==> src/rtl/decode_seq_ctrl.sv <==
// Decode-stage sequencer: HLT handling and interrupt entry through injected PUSH_FLAGS/PUSH_PC/JMP_VEC micro-ops.
// Optional macro DECODE_NESTED_INT_EN: nested interrupts via a 2-bit saturating ISR depth counter.
module decode_seq_ctrl #(
   parameter int unsigned IADDRW = 32
) (
   input  logic              clk,
   input  logic              reset,
   input  logic              flush,
   input  logic              handle_int,
   input  logic [7:0]        int_vector,
   input  logic              s0_halt_detect,
   input  logic              s0_iretd_detect,
   input  logic              s0_valid,
   input  logic              s0_ready,
   input  logic [IADDRW-1:0] s0_pc,
   output logic              dec_stall,
   output logic              halted,
   output logic              int_ack,
   output logic              inj_valid,
   output logic [1:0]        inj_uop,
   output logic [IADDRW-1:0] inj_data,
   output logic              in_isr
);

   typedef enum logic [2:0] {
      S_RUN,
      S_HALTED,
      S_INJ_FLAGS,
      S_INJ_PC,
      S_INJ_JMP
   } state_t;

   state_t            r_state;
   state_t            w_state_nxt;
   logic [IADDRW-1:0] r_ret_pc;
   logic [7:0]        r_vec;
   logic              r_int_ack;
   logic              w_inj;
   logic              w_masked;
   logic              w_in_isr;
   logic              w_take_int;
   logic              w_accept;
   logic              w_iretd_acc;
   logic              w_halt_acc;
   logic              w_abort;

   assign w_inj      = (r_state == S_INJ_FLAGS) || (r_state == S_INJ_PC) || (r_state == S_INJ_JMP);
   assign w_take_int = !flush && handle_int && !w_masked &&
                       ((r_state == S_RUN) || (r_state == S_HALTED));
   // A taken interrupt preempts the stage-0 instruction, so it is not accepted that cycle.
   assign w_accept    = (r_state == S_RUN) && !flush && !w_take_int && s0_valid && s0_ready;
   assign w_iretd_acc = w_accept && s0_iretd_detect;
   assign w_halt_acc  = w_accept && s0_halt_detect && !s0_iretd_detect;
   assign w_abort     = w_inj && flush;

`ifdef DECODE_NESTED_INT_EN
   logic [1:0] r_isr_depth;

   // An aborted injection undoes the depth increment made on its entry.
   always_ff @(posedge clk or negedge reset) begin
      if (!reset) begin
         r_isr_depth <= '0;
      end else if (w_take_int) begin
         if (r_isr_depth != 2'd3) r_isr_depth <= r_isr_depth + 2'd1;
      end else if (w_iretd_acc || w_abort) begin
         if (r_isr_depth != 2'd0) r_isr_depth <= r_isr_depth - 2'd1;
      end
   end

   assign w_masked = (r_isr_depth == 2'd3);
   assign w_in_isr = (r_isr_depth != 2'd0);
`else
   logic r_in_isr;

   always_ff @(posedge clk or negedge reset) begin
      if (!reset) begin
         r_in_isr <= 1'b0;
      end else if (w_take_int) begin
         r_in_isr <= 1'b1;
      end else if (w_iretd_acc || w_abort) begin
         r_in_isr <= 1'b0;
      end
   end

   assign w_masked = r_in_isr;
   assign w_in_isr = r_in_isr;
`endif

   always_ff @(posedge clk or negedge reset) begin
      if (!reset) begin
         r_state <= S_RUN;
      end else begin
         r_state <= w_state_nxt;
      end
   end

   always_comb begin
      w_state_nxt = r_state;
      case (r_state)
         S_RUN: begin
            if (w_take_int)      w_state_nxt = S_INJ_FLAGS;
            else if (w_halt_acc) w_state_nxt = S_HALTED;
         end
         S_HALTED: begin
            if (w_take_int) w_state_nxt = S_INJ_FLAGS;
         end
         S_INJ_FLAGS: begin
            if (flush)         w_state_nxt = S_RUN;
            else if (s0_ready) w_state_nxt = S_INJ_PC;
         end
         S_INJ_PC: begin
            if (flush)         w_state_nxt = S_RUN;
            else if (s0_ready) w_state_nxt = S_INJ_JMP;
         end
         S_INJ_JMP: begin
            if (flush || s0_ready) w_state_nxt = S_RUN;
         end
         default: w_state_nxt = S_RUN;
      endcase
   end

   // Return PC tracks the next PC of every accepted instruction; an interrupt with a
   // valid stage-0 instruction overrides it with that instruction's PC.
   always_ff @(posedge clk or negedge reset) begin
      if (!reset) begin
         r_ret_pc  <= '0;
         r_vec     <= '0;
         r_int_ack <= 1'b0;
      end else begin
         r_int_ack <= w_take_int;
         if (w_take_int) begin
            r_vec <= int_vector;
            if ((r_state == S_RUN) && s0_valid) r_ret_pc <= s0_pc;
         end else if (w_accept) begin
            r_ret_pc <= s0_pc + 1'b1;
         end
      end
   end

   always_comb begin
      dec_stall = 1'b0;
      halted    = 1'b0;
      inj_valid = 1'b0;
      inj_uop   = 2'b00;
      inj_data  = '0;
      case (r_state)
         S_HALTED: begin
            dec_stall = 1'b1;
            halted    = 1'b1;
         end
         S_INJ_FLAGS: begin
            dec_stall = 1'b1;
            inj_valid = 1'b1;
            inj_uop   = 2'b01;
         end
         S_INJ_PC: begin
            dec_stall = 1'b1;
            inj_valid = 1'b1;
            inj_uop   = 2'b10;
            inj_data  = r_ret_pc;
         end
         S_INJ_JMP: begin
            dec_stall = 1'b1;
            inj_valid = 1'b1;
            inj_uop   = 2'b11;
            inj_data  = {{(IADDRW-11){1'b0}}, r_vec, 3'b000};
         end
         default: ;
      endcase
      int_ack = r_int_ack;
      in_isr  = w_in_isr;
   end

endmodule

==> config.mk <==
export PLATFORM = sky130hd
export DESIGN_NAME = decode_seq_ctrl
export DESIGN_NICKNAME = d
export VERILOG_FILES = /design/src/rtl/decode_seq_ctrl.sv
export SDC_FILE = /design/constraint.sdc
export NUM_CORES = 1
export LEC_CHECK = 0
export CAP_MARGIN = 20
export CORE_MARGIN = 4
export CORE_UTILIZATION = 44
export DETAILED_ROUTE_END_ITERATION = 12
export DONT_BUFFER_PORTS = 1
export GPL_TIMING_DRIVEN = 1
export PLACE_DENSITY = 0.66
export SLEW_MARGIN = 20
export SYNTH_ARGS = -nofsm -noshare
export SYNTH_HDL_FRONTEND = slang
export SYNTH_SLANG_ARGS = --single-unit
==> constraint.sdc <==
create_clock -name clk -period 2.6 [get_ports clk]
set_input_delay 0.65 -clock clk [delete_from_list [all_inputs] [get_ports clk]]
set_output_delay 0.65 -clock clk [all_outputs]
set_load 0.01 [all_outputs]
### Yosys cells after proc, flatten, opt, wreduce, memory -nomap -nowiden

Cells that the tools add are included.

| cells by class | value |
|---|---|
| reductions and logical operators | 28 |
| eq/ne operators | 10 |
| multiplexer cells | 19 |
| add/sub/neg operators | 1 |

Operator list:

| cell | count |
|---|---|
| 2-to-1 mux 32 bit | 3 |
| case mux 32 bit (2 select lines) | 1 |
| adder 32 x 1 -> 32 bit (second input constant) | 1 |
| 2-to-1 mux 3 bit | 8 |
| case mux 3 bit (5 select lines) | 1 |
| logical AND 1 bit | 12 |
| inequality test 3 bit (second input constant) | 3 |
| == test 3 x 2 -> 1 bit (second input constant) | 2 |
| case mux 2 bit (3 select lines) | 1 |
| logical OR 1 bit | 5 |
| 2-to-1 mux 1 bit | 5 |
| AND reduction 5 bit | 1 |
| logical NOT 1 bit | 4 |
| inequality test 2 x 1 -> 1 bit (second input constant) | 2 |
| nonzero test 2 bit | 2 |
| OR reduction 4 bit | 1 |
| == test 3 x 1 -> 1 bit (second input constant) | 1 |
| == test 3 bit (second input constant) | 1 |
| logical NOT 3 bit | 1 |
| OR reduction 3 bit | 1 |
| inequality test 2 bit (second input constant) | 1 |
| AND reduction 2 bit | 1 |

| storage, ports and cells | value |
|---|---|
| flip-flop bits (word level) | 45 |
| output and inout port bits | 39 |
| bits of input ports | 48 |
| word-level logic and storage cells | 63 |

### Depth between registers and ports, before layout

Gate-level depths: netlist of run 1.

| depth | value |
|---|---|
| word-level depth | 13 |
| gate-level depth with buffers | 8 |
| mapped depth without buffers | 6 |

### Worst setup path after synthesis of run 1

OpenSTA, ideal clock, no wires.

| path | value |
|---|---|
| kind | reg-to-output |
| start | register r_state[0] |
| end | output inj_data[10] |
| data arrival time | 1.441 ns |
| required time | 1.950 ns |
| path buffers | 3 |
| stages on the path, launching flop included | 6 |
| slack | 0.509 ns |
| cells stage by stage | dfrtp_1 -> clkbuf_1 -> and3b_1 -> clkbuf_1 -> clkbuf_1 -> a22o_1 |

| between the ends | value |
|---|---|
| word-level cells in the longest chain between the ends | 2 |
| elaborated cells between the ends (all ways) | 3 |
| classes of those cells | eq/ne (2); mux (1) |

Ends and longest elaborated chain:

| element | RTL line | source |
|---|---|---|
| start, declared | 33 | `state_t r_state;` |
| start signal, assigned | 93 | `r_state <= w_state_nxt;` |
| == test 3 bit / == test 3 x 2 -> 1 bit (equally long branches) | 146 | `case (r_state)` |
| case mux 32 bit (2 select lines) * | 146 |  |
| end, declared | 21 | `output logic [IADDRW-1:0] inj_data,` |

Every way passes the cells marked *; elsewhere a longest branch is shown, timed or not.

### Worst setup path in the final report of run 1

Ends and elaborated chain as after synthesis.

==> impl_metrics.tcl, run 1 <==
set metrics [dict create \
    grt_max_degree 46 \
    setup_violations 0 \
    grt_use_total_pct 17.1 \
    dp_cells 362 \
    tritoncts "built" \
    via_count 2105 \
    drcViolationCount 0 \
    avgSynthCellArea_um2 9.16 \
    drive_gt1_share_pct 7.80 \
    final_cells 370 \
    diodes 0 \
    finalHoldViolCount 0 \
    critPathArrivalTime_ns 1.71 \
    power_frac_comb_pct 29.7 \
    dp_hpwl_um 4760 \
    rows 28 \
    swShare_pct 33.7 \
    fin_crit_ns 2.36 \
    clock_skew_ns 0.00147 \
    gp_congestion 0.834 \
    setup_slack_ns 0.242 \
    fin_util_pct 47.5 \
    hold_class "in2async" \
    grt.overflow.total 0 \
    period_share_pct 90.7 \
    synth_area_leaders "dfrtp_1, xnor2_1, nand2_1, and2_1, o21ai_0" \
    pwr-share-seq_pct 52.5 \
    dieArea_um2 7690 \
    fillers 594 \
    rrSetupSlack_ns 0.47 \
    start_util_pct 46.3 \
    tns_ns 0 \
    critPathRequiredTime_ns 1.95 \
    synth_top_area_share_pct 40.3 \
    wire_per_inst_um 16.9 \
    synth.top_cells.by_count "nand2_1, dfrtp_1, xnor2_1" \
    ir_worst_vdd_v 0.000381 \
    die_h_um 87.7 \
    die_w_um 87.7 \
    ys.flop_type "dfrtp_1" \
    worst_setup_path_start_kind "flop" \
    antenna_found_initial 0 \
    path_class "reg2out" \
    ant_nets 0 \
    drt_iter0_markers 137 \
    syn_area_um2 2790 \
    dp_slack_ns 0.252 \
    cts_buffers 5 \
    power_leakage_nw 1.17 \
    drv_cap 0 \
    cts.sinks 45 \
    tightestPinTransition_ns 0.793 \
    wl_um 6240 \
    clockBufferDepth 2 \
    clock_latency_ns 0.29 \
    ys_seq_elements 45 \
    status "completed" \
    h-tree-depth 2 \
    first_pass_iters 4 \
    power.clock.fraction_pct 17.7 \
    ys_types 40 \
    grt_pass1_wl_um 10300 \
    ios 87 \
    fin_nets 343 \
    intPower_mw 1.54 \
    p_total_mw 2.32 \
    fmax_ghz 0.424 \
    max-slew-margin-rel_pct 46.9 \
    fp.coreArea_um2 6030 \
    yosys_warnings 0 \
    synth.most_common_cell "nand2_1" \
    cts_resized 0 \
    p_per_area_nw_per_um2 812 \
    cts_hold_buf 0 \
    synth_async_sr_flop_share_pct 100 \
    rsz0062_at_grt "false" \
    netSwitchingPower_uw 782 \
    syn_inst 305 \
    cts_setup_buffers 0 \
    synth-edff-count 0 \
    ys_seq_area_share_pct 40.3 \
    portBuffers 0 \
    via_per_inst 5.69 \
    area_growth_pct 2.46 \
    crit_path_end_kind "output port" \
    syn_nets 354 \
    path_clk_slew_ns 0.08 \
    grt_pass1_vias 2191 \
    drv_slew 0 \
    cp_max_fo 10 \
    cts_root_buffer "clkbuf_8" \
    yosysTopAreaCell "dfrtp_1" \
]
-- metrics by stage --
step	area [µm²]	hold slack, ns
finish	2860	0.0471
global route	2860	0.0204
CTS	2860	0.0295
detailed placement	2780	0.356
global placement	2780	0.356
floorplan	2790	0.354
-- worst paths after layout --
kind                                   start           end  depth (start not counted)
min in group clk                       flush    r_state[2]                          1
worst max-delay path              r_state[0]  inj_data[10]                          3
max in group asynchronous              reset  r_ret_pc[16]                          0
worst max register to register    r_state[2]  r_ret_pc[21]                          6
worst min-delay path                   reset       int_ack                          0
worst min register to register  r_ret_pc[31]  r_ret_pc[31]                          2
-- worst max-delay path, stage by stage, from the launching register on --
cell,delay [ns]
dfrtp_1,0.49
nor2_1,0.26
and2_1,0.41
a22o_1,0.26
-- routing by layer --
metal	track usage, %	part of all wire [%]	routed length (µm)
met1	21.8	44	2730
met2	27.5	45	2830
met3	6.40	9.8	609
met4	4.32	1.0	65
met5	0	0	0
-- power groups by stage --
stage / Combinational [mW] / Clock (mW) / Sequential, mW
2_1_floorplan: 0.662 / 0 / 1.16
3_3_place_gp: 0.685 / 0 / 1.23
3_5_place_dp: 0.703 / 0 / 1.24
4_1_cts: 0.707 / 0.431 / 1.23
5_1_grt: 0.798 / 0.462 / 1.27
6_report: 0.691 / 0.412 / 1.22
-- layout by cell type (no fill, tap or decap), drive strengths merged, types with 2 or more instances in the layout --
cell type,n
nand2,46
mux2i,2
and2,26
nor4b,2
inv,4
o21ai,38
nor3,10
nand4,9
dfrtp,45
nor2,10
mux2,9
nand3,8
and3,4
nor4,9
xnor2,28
or2,3
and4,6
a22o,8
xor2,5
buf,4
clkbuf,8
-- cells by family (layout without fill, tap and decap cells) --
| logic type | after synthesis | after routing | synth area share, % |
|---|---|---|---|
| AOI/OAI and AO/OA | 52 | 52 | 11.6 |
| buffers and inverters | 26 | 16 | 5.65 |
| DFF | 45 | 45 | 40.3 |
| xor gates and xnor gates | 33 | 33 | 10.3 |
| muxes | 11 | 11 | 5.15 |
| adders and majority gates | 1 | 1 | 0.448 |
| and+or+nand+nor | 137 | 137 | 26.4 |
-- sequential cells by signal, indices dropped and copies added, names as in the netlist --
| signal | flops |
|---|---|
| int_ack | 1 |
| in_isr | 1 |
| r_ret_pc | 32 |
| r_state | 3 |
| r_vec | 8 |
-- area by class of cell --
| class | instances | area, µm² | area share (%) |
|---|---|---|---|
| well taps | 75 | 93.8 | 3.28 |
| flip-flops and latches | 45 | 1130 | 39.4 |
| repair buffers | 4 | 30.0 | 1.05 |
| inverters | 4 | 15.0 | 0.525 |
| clock buffers | 8 | 80.1 | 2.80 |
| multi-input cells | 234 | 1520 | 53.0 |
(Power assumes the default switching activity.)
==> run 2: changes to the inputs <==
--- a/config.mk
+++ b/config.mk
@@ -12,7 +12,6 @@
 export DONT_BUFFER_PORTS = 1
 export GPL_TIMING_DRIVEN = 1
 export PLACE_DENSITY = 0.66
-export SLEW_MARGIN = 20
 export SYNTH_ARGS = -nofsm -noshare
 export SYNTH_HDL_FRONTEND = slang
 export SYNTH_SLANG_ARGS = --single-unit
==> results of run 2 <==
Final layout, timing and power as in run 1 (identical DEF).
